==> config.mk <==
export PLATFORM = sky130hd
export DESIGN_NAME = phy_tx_striper
export DESIGN_NICKNAME = d
export VERILOG_FILES = /design/src/rtl/phy_tx_pkg.sv /design/src/rtl/tx_skp_scheduler.sv /design/src/rtl/phy_tx_striper.sv
export SDC_FILE = /design/constraint.sdc
export NUM_CORES = 1
export LEC_CHECK = 0
export ABC_CLOCK_PERIOD_IN_PS = 2400
export CORE_UTILIZATION = 48
export CTS_CLUSTER_DIAMETER = 50
export DETAILED_ROUTE_END_ITERATION = 10
export GPL_TIMING_DRIVEN = 1
export PLACE_DENSITY = 0.8
export SYNTH_ARGS = -nofsm -noshare
export SYNTH_HDL_FRONTEND = slang
export SYNTH_SLANG_ARGS = --single-unit
export TNS_END_PERCENT = 50
==> constraint.sdc <==
create_clock -name clk_r_local -period 2.4 [get_ports clk_r_local]
set_clock_uncertainty 0.05 [all_clocks]
set_input_delay 0.24 -clock clk_r_local [delete_from_list [all_inputs] [get_ports clk_r_local]]
set_output_delay 0.24 -clock clk_r_local [all_outputs]
set_load 0.02 [all_outputs]
==> src/rtl/phy_tx_pkg.sv <==
// ============================================================================
// Module  : phy_tx_pkg
// Brief   : Shared symbols, boundary bit positions and framing states for the
//           two-lane PHY transmit striper.
// Rev     : 1.0  initial release
// ============================================================================
`default_nettype none

package phy_tx_pkg;

    localparam logic [7:0] c_STP = 8'hFB;
    localparam logic [7:0] c_SDP = 8'h5C;
    localparam logic [7:0] c_END = 8'hFD;
    localparam logic [7:0] c_EDB = 8'hFE;
    localparam logic [7:0] c_COM = 8'hBC;
    localparam logic [7:0] c_SKP = 8'h1C;
    localparam logic [7:0] c_IDL = 8'h00;

    localparam int c_BND_FIRST = 0;
    localparam int c_BND_LAST  = 1;

    typedef enum logic [1:0] {
        ST_IDLE = 2'd0,
        ST_DATA = 2'd1,
        ST_END  = 2'd2,
        ST_SKP  = 2'd3
    } tx_state_e;

endpackage

`default_nettype wire

==> src/rtl/tx_skp_scheduler.sv <==
// ============================================================================
// Module  : tx_skp_scheduler
// Brief   : Free-running SKP interval counter; raises skp_pending on expiry
//           and drops it when the framer enters the SKP ordered set.
// Rev     : 1.0  initial release
// ============================================================================
`default_nettype none

module tx_skp_scheduler #(
    parameter int SKP_INTERVAL = 1180
) (
    input  logic clk_r_local,
    input  logic rstn_asyn,
    input  logic link_up,
    input  logic skp_clr,
    output logic skp_pending
);

    localparam int              c_CW   = (SKP_INTERVAL > 2) ? $clog2(SKP_INTERVAL) : 1;
    localparam logic [c_CW-1:0] c_LAST = c_CW'(SKP_INTERVAL - 1);

    logic [c_CW-1:0] r_cnt;
    logic            r_pend;
    logic            w_expire;

    assign w_expire    = (r_cnt == c_LAST);
    assign skp_pending = r_pend;

    // An expiry coinciding with the clear wins, so no interval is ever lost.
    always_ff @(posedge clk_r_local or negedge rstn_asyn) begin
        if (!rstn_asyn) begin
            r_cnt  <= '0;
            r_pend <= 1'b0;
        end else if (!link_up) begin
            r_cnt  <= '0;
            r_pend <= 1'b0;
        end else begin
            r_cnt <= w_expire ? '0 : r_cnt + 1'b1;
            if (w_expire) begin
                r_pend <= 1'b1;
            end else if (skp_clr) begin
                r_pend <= 1'b0;
            end
        end
    end

endmodule

`default_nettype wire

==> src/rtl/phy_tx_striper.sv <==
// ============================================================================
// Module  : phy_tx_striper
// Brief   : Frames DLL words with STP/SDP..END, stripes bytes over two lanes,
//           inserts SKP ordered sets and passes LTSSM traffic when link down.
// Rev     : 1.0  initial release
// ============================================================================
`default_nettype none

module phy_tx_striper
    import phy_tx_pkg::*;
#(
    parameter int SKP_INTERVAL = 1180
) (
    input  logic        clk_r_local,
    input  logic        rstn_asyn,
    input  logic        link_up,
    input  logic [7:0]  ltssm_data0,
    input  logic [7:0]  ltssm_data1,
    input  logic        ltssm_k0,
    input  logic        ltssm_k1,
    input  logic        valid_in,
    input  logic [15:0] data_from_DLL,
    input  logic [2:0]  boundary,
    input  logic        type_TLP,
    output logic        throttle,
    output logic [7:0]  lane0_data,
    output logic [7:0]  lane1_data,
    output logic        lane0_k,
    output logic        lane1_k
);

    tx_state_e  r_state;
    tx_state_e  w_state_nxt;
    logic [1:0] r_skp_idx;
    logic [1:0] w_skp_idx_nxt;
    logic [7:0] r_held;
    logic [7:0] w_held_nxt;
    logic [7:0] w_l0;
    logic [7:0] w_l1;
    logic       w_k0;
    logic       w_k1;
    logic       w_skp_pending;
    logic       w_skp_clr;
    logic       w_accept;
    logic       w_unused_bnd;

    assign w_unused_bnd = boundary[2];

    assign throttle  = !link_up
                     || (r_state == ST_END)
                     || (r_state == ST_SKP)
                     || ((r_state == ST_IDLE) && w_skp_pending);
    assign w_accept  = valid_in && !throttle;
    assign w_skp_clr = link_up && (r_state == ST_IDLE) && w_skp_pending;

    tx_skp_scheduler #(
        .SKP_INTERVAL (SKP_INTERVAL)
    ) u_skp_sched (
        .clk_r_local (clk_r_local),
        .rstn_asyn   (rstn_asyn),
        .link_up     (link_up),
        .skp_clr     (w_skp_clr),
        .skp_pending (w_skp_pending)
    );

    always_comb begin
        w_state_nxt   = r_state;
        w_skp_idx_nxt = r_skp_idx;
        w_held_nxt    = r_held;
        w_l0          = c_IDL;
        w_l1          = c_IDL;
        w_k0          = 1'b0;
        w_k1          = 1'b0;
        if (!link_up) begin
            w_state_nxt   = ST_IDLE;
            w_skp_idx_nxt = 2'd0;
            w_held_nxt    = 8'h00;
            w_l0          = ltssm_data0;
            w_l1          = ltssm_data1;
            w_k0          = ltssm_k0;
            w_k1          = ltssm_k1;
        end else begin
            case (r_state)
                ST_IDLE: begin
                    if (w_skp_pending) begin
                        w_state_nxt   = ST_SKP;
                        w_skp_idx_nxt = 2'd0;
                    end else if (w_accept && boundary[c_BND_FIRST]) begin
                        w_l0        = type_TLP ? c_STP : c_SDP;
                        w_k0        = 1'b1;
                        w_l1        = data_from_DLL[15:8];
                        w_held_nxt  = data_from_DLL[7:0];
                        w_state_nxt = boundary[c_BND_LAST] ? ST_END : ST_DATA;
                    end
                end
                ST_DATA: begin
                    w_l0 = r_held;
                    if (w_accept) begin
                        w_l1       = data_from_DLL[15:8];
                        w_held_nxt = data_from_DLL[7:0];
                        if (boundary[c_BND_LAST]) begin
                            w_state_nxt = ST_END;
                        end
                    end else begin
                        // DLL stalled mid-packet: nullify what was sent so far.
                        w_l1        = c_EDB;
                        w_k1        = 1'b1;
                        w_state_nxt = ST_IDLE;
                    end
                end
                ST_END: begin
                    w_l0        = r_held;
                    w_l1        = c_END;
                    w_k1        = 1'b1;
                    w_state_nxt = ST_IDLE;
                end
                ST_SKP: begin
                    w_l0          = (r_skp_idx == 2'd0) ? c_COM : c_SKP;
                    w_l1          = w_l0;
                    w_k0          = 1'b1;
                    w_k1          = 1'b1;
                    w_skp_idx_nxt = r_skp_idx + 2'd1;
                    if (r_skp_idx == 2'd3) begin
                        w_state_nxt = ST_IDLE;
                    end
                end
                default: begin
                    w_state_nxt = ST_IDLE;
                end
            endcase
        end
    end

    always_ff @(posedge clk_r_local or negedge rstn_asyn) begin
        if (!rstn_asyn) begin
            r_state    <= ST_IDLE;
            r_skp_idx  <= 2'd0;
            r_held     <= 8'h00;
            lane0_data <= 8'h00;
            lane1_data <= 8'h00;
            lane0_k    <= 1'b0;
            lane1_k    <= 1'b0;
        end else begin
            r_state    <= w_state_nxt;
            r_skp_idx  <= w_skp_idx_nxt;
            r_held     <= w_held_nxt;
            lane0_data <= w_l0;
            lane1_data <= w_l1;
            lane0_k    <= w_k0;
            lane1_k    <= w_k1;
        end
    end

endmodule

`default_nettype wire

# After elaboration in Yosys (flattened, before gate mapping)
# Cells that the tools add are included.
dict set report op_classes {
  addsub 2
  eq_ne 15
  muxes 39
  n_reduce_logical 17
}
# operator count
set op_table {}
lappend op_table {{8-bit 2-to-1 mux} 13}
lappend op_table {{8-bit one-hot mux with 4 select lines} 1}
lappend op_table {{8-bit one-hot mux with 3 select lines} 1}
lappend op_table {{11-bit 2-to-1 mux} 2}
lappend op_table {{2-bit 2-to-1 mux} 9}
lappend op_table {{8-bit one-hot mux with 2 select lines} 1}
lappend op_table {{11-bit by 1-bit adder with 11-bit output (second input constant)} 1}
lappend op_table {{11-bit equality test (second input constant)} 1}
lappend op_table {{3-bit by 1-bit inequality test with 1-bit output (second input constant)} 3}
lappend op_table {{3-bit by 2-bit inequality test with 1-bit output (second input constant)} 3}
lappend op_table {{1-bit 2-to-1 mux} 8}
lappend op_table {{2-bit one-hot mux with 4 select lines} 1}
lappend op_table {{2-bit equality test (second input constant)} 3}
lappend op_table {{3-bit inequality test (second input constant)} 2}
lappend op_table {{1-bit logical AND} 5}
lappend op_table {{2-bit zero test} 2}
lappend op_table {{4-bit by 2-bit inequality test with 1-bit output (second input constant)} 1}
lappend op_table {{4-bit inequality test (second input constant)} 1}
lappend op_table {{1-bit one-hot mux with 2 select lines} 2}
lappend op_table {{2-bit one-hot mux with 2 select lines} 1}
lappend op_table {{4-bit AND reduction} 1}
lappend op_table {{2-bit OR reduction} 2}
lappend op_table {{1-bit logical OR} 3}
lappend op_table {{3-bit AND reduction} 1}
lappend op_table {{4 further kinds} 5}
dict set report word_totals {
  ff_bits 42
  in_bits 42
  output_inout_bits 19
  wordCells 82
}

# Longest topological paths before layout
dict set report depth {
  ltp_word 11
  depth_mapped 6
  mapped_depth_nobuf 6
}

# Hierarchy
# A second synthesis with hierarchy kept.
dict set report unflattened {
  hier_cells 229
  hier_area_um2 2173.3
}
# module instances cells_per_inst area_per_inst_um2 seq_area_each_um2
set modules_own_cells {}
lappend modules_own_cells {phy_tx_striper 1 173 1575.3 750.7}
lappend modules_own_cells {tx_skp_scheduler 1 56 598.1 300.3}

# Worst setup path before layout
# No wires, ideal clock.
dict set report synth_timing {
  kind {register to register}
  startpoint {register r_state[0]}
  endpoint {register r_state[0]}
  setup_time_ns 0.125
  t_arrival_ns 1.680
  t_required_ns 2.225
  setup_slack_ns 0.545
  path_stages_with_launch 7
  path_buffers 0
  period_less_slack_ns 1.855
  path_cell_list {dfrtp_1 -> inv_1 -> ha_1 -> nor3b_4 -> nand3_2 -> o221a_4 -> mux2_4}
}
dict set report synth_between {
  elab_chain_len 9
  word_cells_on_any_way 18
  classes_between {6 x eq/ne; 3 x mux; 9 x reduce/logical}
}
# item line_no
set synth_lines {}
lappend synth_lines {{from (decl)} phy_tx_striper.sv:32} ;# tx_state_e r_state;
lappend synth_lines {{from (signal assigned)} phy_tx_striper.sv:144} ;# r_state <= w_state_nxt;
lappend synth_lines {{2-bit equality test} {phy_tx_striper.sv:50, phy_tx_striper.sv:83}}
lappend synth_lines {{1-bit logical OR} phy_tx_striper.sv:50} ;# || (r_state == ST_END)
lappend synth_lines {{1-bit logical OR} phy_tx_striper.sv:51} ;# || (r_state == ST_SKP)
lappend synth_lines {{1-bit logical OR} phy_tx_striper.sv:52} ;# || ((r_state == ST_IDLE) && w_skp_pending);
lappend synth_lines {{1-bit zero test} phy_tx_striper.sv:53} ;# assign w_accept = valid_in && !throttle;
lappend synth_lines {{1-bit logical AND} phy_tx_striper.sv:53}
lappend synth_lines {{2-bit 2-to-1 mux or 1-bit logical AND (tied branches)} {phy_tx_striper.sv:98, phy_tx_striper.sv:88}}
lappend synth_lines {{2-bit one-hot mux with 4 select lines or 4-bit by 2-bit inequality test with 1-bit output (tied branches)} n/a}
lappend synth_lines {{2-bit 2-to-1 mux or 3-bit AND reduction (tied branches)} n/a}
# Several ways; a longest one is shown, not always the timed one.
# A chain may end at the register's enable or synchronous reset.

# Worst setup path after layout
dict set report layout_timing {
  startpoint {register r_state[0]}
  endpoint {output port throttle}
}
dict set report layout_between {
  elab_chain_len 4
  word_cells_on_any_way 7
  classes_between {2 x eq/ne; 5 x reduce/logical}
}
# item line_no
set layout_lines {}
lappend layout_lines {{2-bit equality test} phy_tx_striper.sv:50}
lappend layout_lines {{1-bit logical OR} phy_tx_striper.sv:50}
lappend layout_lines {{1-bit logical OR} phy_tx_striper.sv:51}
lappend layout_lines {{1-bit logical OR (*)} phy_tx_striper.sv:52}
lappend layout_lines {{to (decl)} phy_tx_striper.sv:25} ;# output logic throttle,
# Mark *: on every way between the ends. The rest lies on a longest branch, timed or not.

==> impl.org <==
** Status
- The flow ran to the end, and the final reports show no timing, DRC or antenna violations.

** Global route
- Number of global-route vias before repair :: between 1500 and 2000
- The first global-routing pass estimated roughly 8100 um of wire.
- Total global-route track usage :: 23.36%
- Number of antenna violations at the first check in global routing :: 0
- Maximum number of pins on one net before global-route repair :: 43
- Global routing finished with a remaining overflow of 0.

** Critical path
- Top cell family by delay on the critical path :: buffers and inverters
- Along the worst path, the maximum fanout reaches 9.
- Reg2reg setup slack :: about 280 ps
- Largest stage delay on the critical path :: 590 ps
- STA puts the critical path data arrival time at ~2000 ps.
- Worst Setup Start Kind :: flop
- Ordered list of cells on the worst path :: inv_1 > ha_2 > a21boi_4 > nand2_1 > clkdlybuf4s50_1
- Slowest cell on the critical path :: sky130_fd_sc_hd__clkdlybuf4s50_1
- The number of cells on the worst reg-to-reg path is 7.
- The number of buffers and inverters on the critical path is 2.
- CP Data Required Time :: between 2000 and 2500 ps
- The critical path crosses 5 cells after its start point.
- Critical path type :: flop to output port
- CP endpoint kind :: output port

** Synth
- Number of distinct library cell variants in the gate-level netlist after synthesis :: 44
- After synthesis, the most frequently instantiated cells are sky130_fd_sc_hd__dfrtp_1, sky130_fd_sc_hd__nor2_1, sky130_fd_sc_hd__nand2_1, sky130_fd_sc_hd__a21oi_1.
- The number of nets handed over by synthesis was around 260.
- After synthesis, the share of flip-flops with an asynchronous set or reset is 100.0%.
- In this run, synthesis inferred 0 flip-flops with an integrated enable.
- For this run, the number of Yosys warnings is 0.
- Synthesis produced between 200 and 250 cells.
- Mean post-synth cell area :: 10.21 um2
- Largest cells by area after synthesis :: sky130_fd_sc_hd__dfrtp_1, sky130_fd_sc_hd__nor2_1, sky130_fd_sc_hd__ha_1, sky130_fd_sc_hd__mux2i_1, sky130_fd_sc_hd__xnor2_1
- Library cell occupying the most area in the post-synthesis netlist :: sky130_fd_sc_hd__dfrtp_1
- Flip-flop and latch count after synthesis :: 42
- The mapped netlist covers ~2200 um2.
- In the synthesized netlist the dominant register cell turns out to be sky130_fd_sc_hd__dfrtp_1.
- The share of the Yosys chip area taken by registers is 48.81%.
- By instance count, the leading cell after synthesis is sky130_fd_sc_hd__dfrtp_1.
- Fraction of synthesized cell area taken by the top area cell type :: between 40% and 50%

** Pwr
- VDD sags by at most roughly 0.00035 V.
- In this run switching power makes up 32.79% of total power.
- Static leakage power :: between 0.001 and 0.0015 uW
- For this design the ratio of total power to cell area is between 600 and 700 nW/um2.
- Registers are responsible for between 40% and 50% of the overall power.
- The clock network is responsible for about a quarter of the overall power.
- Part of the power in combinational logic :: a little over a third
- In this run the power spent charging and discharging nets is 632.0 uW.
- Internal power :: about 1300 uW

** Route
- Number of iterations in the first detailed-routing pass :: 5
- After the first detailed-routing iteration, the DRC count stood at between 100 and 150.
- After detailed routing, the number of remaining DRC violations is 0.
- DR vias :: about 1800
- Wire length after detailed routing :: ~5200 um
- Antenna-violating nets left :: 0
- Wire length per cell :: around 16 um
- After detailed routing, the number of vias per cell comes to approximately 5.6.

** Floorplan
- Number of rows created at floorplan :: 23
- Floorplan die height :: 68.98 um
- Starting Density :: between 50% and 60%
- In this run the standard cell core region covers just over 4000 um2.
- In this run the count of I/O pins placed on the die edge is 61.
- Measured along the x axis, the die boundary spans around 69 um.
- The floorplan step defined a die boundary enclosing 4758 um2.

** Cells and area
- Excluding fillers, the count of instances in the completed layout stands at between 300 and 400.
- Total Nets Final :: about 330
- Filler cell count :: between 300 and 400
- Fraction of final layout cells sized beyond drive strength 1 :: ~7.9%
- Number of antenna diodes :: 0
- Compared with the post-synthesis result, the final layout area differs by 34.86%.

** Clock network
- Buffer count from post-CTS setup fixing :: 0
- The H-tree was split into 2 levels.
- Number of hold buffers added after CTS :: 0
- Clock tree sinks :: 42
- The later pin in the worst-skew pair is clocked with a latency of about 300 ps.
- Clock Path Buffers :: 2
- TritonCTS clock tree :: done
- The root buffer cell chosen for the clock tree is sky130_fd_sc_hd__clkbuf_8.
- Cts bufs inserted :: 5
- Reg clk slew, reported paths :: 80 ps

** STA
- Unrepaired setup endpoints after global routing :: false
- Highest clock rate :: about 0.44 GHz
- Worst slew margin relative to its limit :: a little under two fifths
- After layout, the worst setup slack is approximately 110 ps.
- Final Hold Violating Endpoints :: 0
- After layout, the worst path uses between 90 and 100% of the clock period.
- Crit path time final :: 2285 ps
- Tightest Pin Transition :: 935.5 ps
- Setup violations remaining at the end of the flow were counted as 0.
- Count of final max-slew check failures :: 0
- Total negative slack :: 0 ps

** Placement
- Buffers placed on the I/O ports in this run total a little under 60.
- After detailed placement, the design holds a cell count of roughly 320.
- Timing analysis after detailed placement gives a worst setup slack of between 300 and 400 ps.
- Weighted congestion at the end of routability-driven global placement :: 0.7980
- Detail Placement HPWL :: about 3800 um

** Hold path
- Path class of the lowest-slack min-delay path :: input pin to async pin

** Job
- Across the run, the number of max-cap violations was 0.
[per-layer routing]
metal  vias to the layer above  part of all wire [%]  global-route usage, %
met3                         8                   6.2                  6.908
met2                        67                    50                  39.44
met5                         -                     0                      0
li1                        867                     -                      -
met4                         0                   1.4                  8.929
met1                       880                    42                  27.79
[timing repair]
action | CTS | global route
endpoints found under the hold margin | 0 | 0
resized for setup | 0 | 1
endpoints found under the setup margin | 0 | 1
[cells in the final DEF, fill, tap and decap left out, types with 3 or more instances in the layout]
master / n
sky130_fd_sc_hd__nor3_1: 5
sky130_fd_sc_hd__nand3b_1: 3
sky130_fd_sc_hd__a221oi_1: 3
sky130_fd_sc_hd__o21ai_0: 6
sky130_fd_sc_hd__nand2_1: 16
sky130_fd_sc_hd__inv_1: 7
sky130_fd_sc_hd__xor2_1: 3
sky130_fd_sc_hd__nor2_1: 39
sky130_fd_sc_hd__nor2b_1: 4
sky130_fd_sc_hd__clkdlybuf4s50_1: 58
sky130_fd_sc_hd__clkbuf_8: 5
sky130_fd_sc_hd__nand4_1: 3
sky130_fd_sc_hd__a21oi_1: 9
sky130_fd_sc_hd__ha_1: 7
sky130_fd_sc_hd__xnor2_1: 7
sky130_fd_sc_hd__mux2i_1: 8
sky130_fd_sc_hd__buf_4: 5
sky130_fd_sc_hd__nand3_1: 7
sky130_fd_sc_hd__dfrtp_1: 42
[power by group through the flow]
stage | Combinational (uW) | Clock, uW | Sequential, uW
global route | 725 | 498 | 814
detailed placement | 659 | 0 | 821
global placement | 640 | 0 | 818
floorplan | 335 | 0 | 871
CTS | 662 | 465 | 807
finish | 669 | 451 | 807
[registers in the layout, indices dropped and copies added, names as in the netlist]
| name | cells |
|---|---|
| lane0_data | 8 |
| lane0_k | 1 |
| lane1_data | 8 |
| lane1_k | 1 |
| r_held | 8 |
| r_skp_idx | 2 |
| r_state | 2 |
| u_skp_sched.r_cnt | 11 |
| u_skp_sched.skp_pending | 1 |
[worst paths after layout]
kind / endpoint / startpoint
hold / removal: u_skp_sched.r_cnt[9]$_DFF_PN0_ / rstn_asyn
max in group asynchronous: lane0_k$_DFF_PN0_ / rstn_asyn
hold reg to reg: u_skp_sched.r_cnt[0]$_DFF_PN0_ / u_skp_sched.r_cnt[0]$_DFF_PN0_
setup / recovery: throttle / r_state[0]$_DFFE_PN0P_
min in group clk_r_local: u_skp_sched.r_cnt[0]$_DFF_PN0_ / u_skp_sched.r_cnt[0]$_DFF_PN0_
setup reg to reg: lane0_data[3]$_DFF_PN0_ / r_state[0]$_DFFE_PN0P_
[area by class of cell]
type	count	area [um2]	share of cell area [%]
Sequential cell	42	1051	36.19
Inverter	7	26.28	0.9048
Clock inverter	2	13.76	0.4739
Timing Repair Buffer	64	623.1	21.46
Multi-Input combinational cell	156	1055	36.32
Tap cell	50	62.56	2.154
Clock buffer	6	72.57	2.499
[worst register-to-register path: cells and delay by family, from the launching register on]
family	cells	cell delay, ps
buf+inv	2	300
fa+ha+maj	1	370
simple gates	3	380
flops	1	430
compound gates	1	470
[stage by stage]
| stage | power, uW | cell area, um2 | hold WS (ps) | utilization, % |
|---|---|---|---|---|
| floorplan | 1206 | 2153 | -105.6 | - |
| global placement | 1458 | 2815 | 366.7 | 67.93 |
| detailed placement | 1480 | 2815 | 373.8 | 67.93 |
| CTS | 1933 | 2902 | 46.60 | 70.02 |
| global route | 2037 | 2904 | 109.2 | 70.08 |
| finish | 1927 | 2904 | 23.81 | 70.08 |
[logic make-up after synthesis]
logic type,after synthesis,share of synthesized area [%]
AND/OR/NAND/NOR,91,21.73
XOR/XNOR,10,4.068
multiplexers,10,5.114
flip-flops,42,48.81
adder cells (fa/ha/maj),8,4.649
buffers and inverters,13,2.324
AO/OA/AOI/OAI,37,13.31
Power figures use the tool's default switching activity.
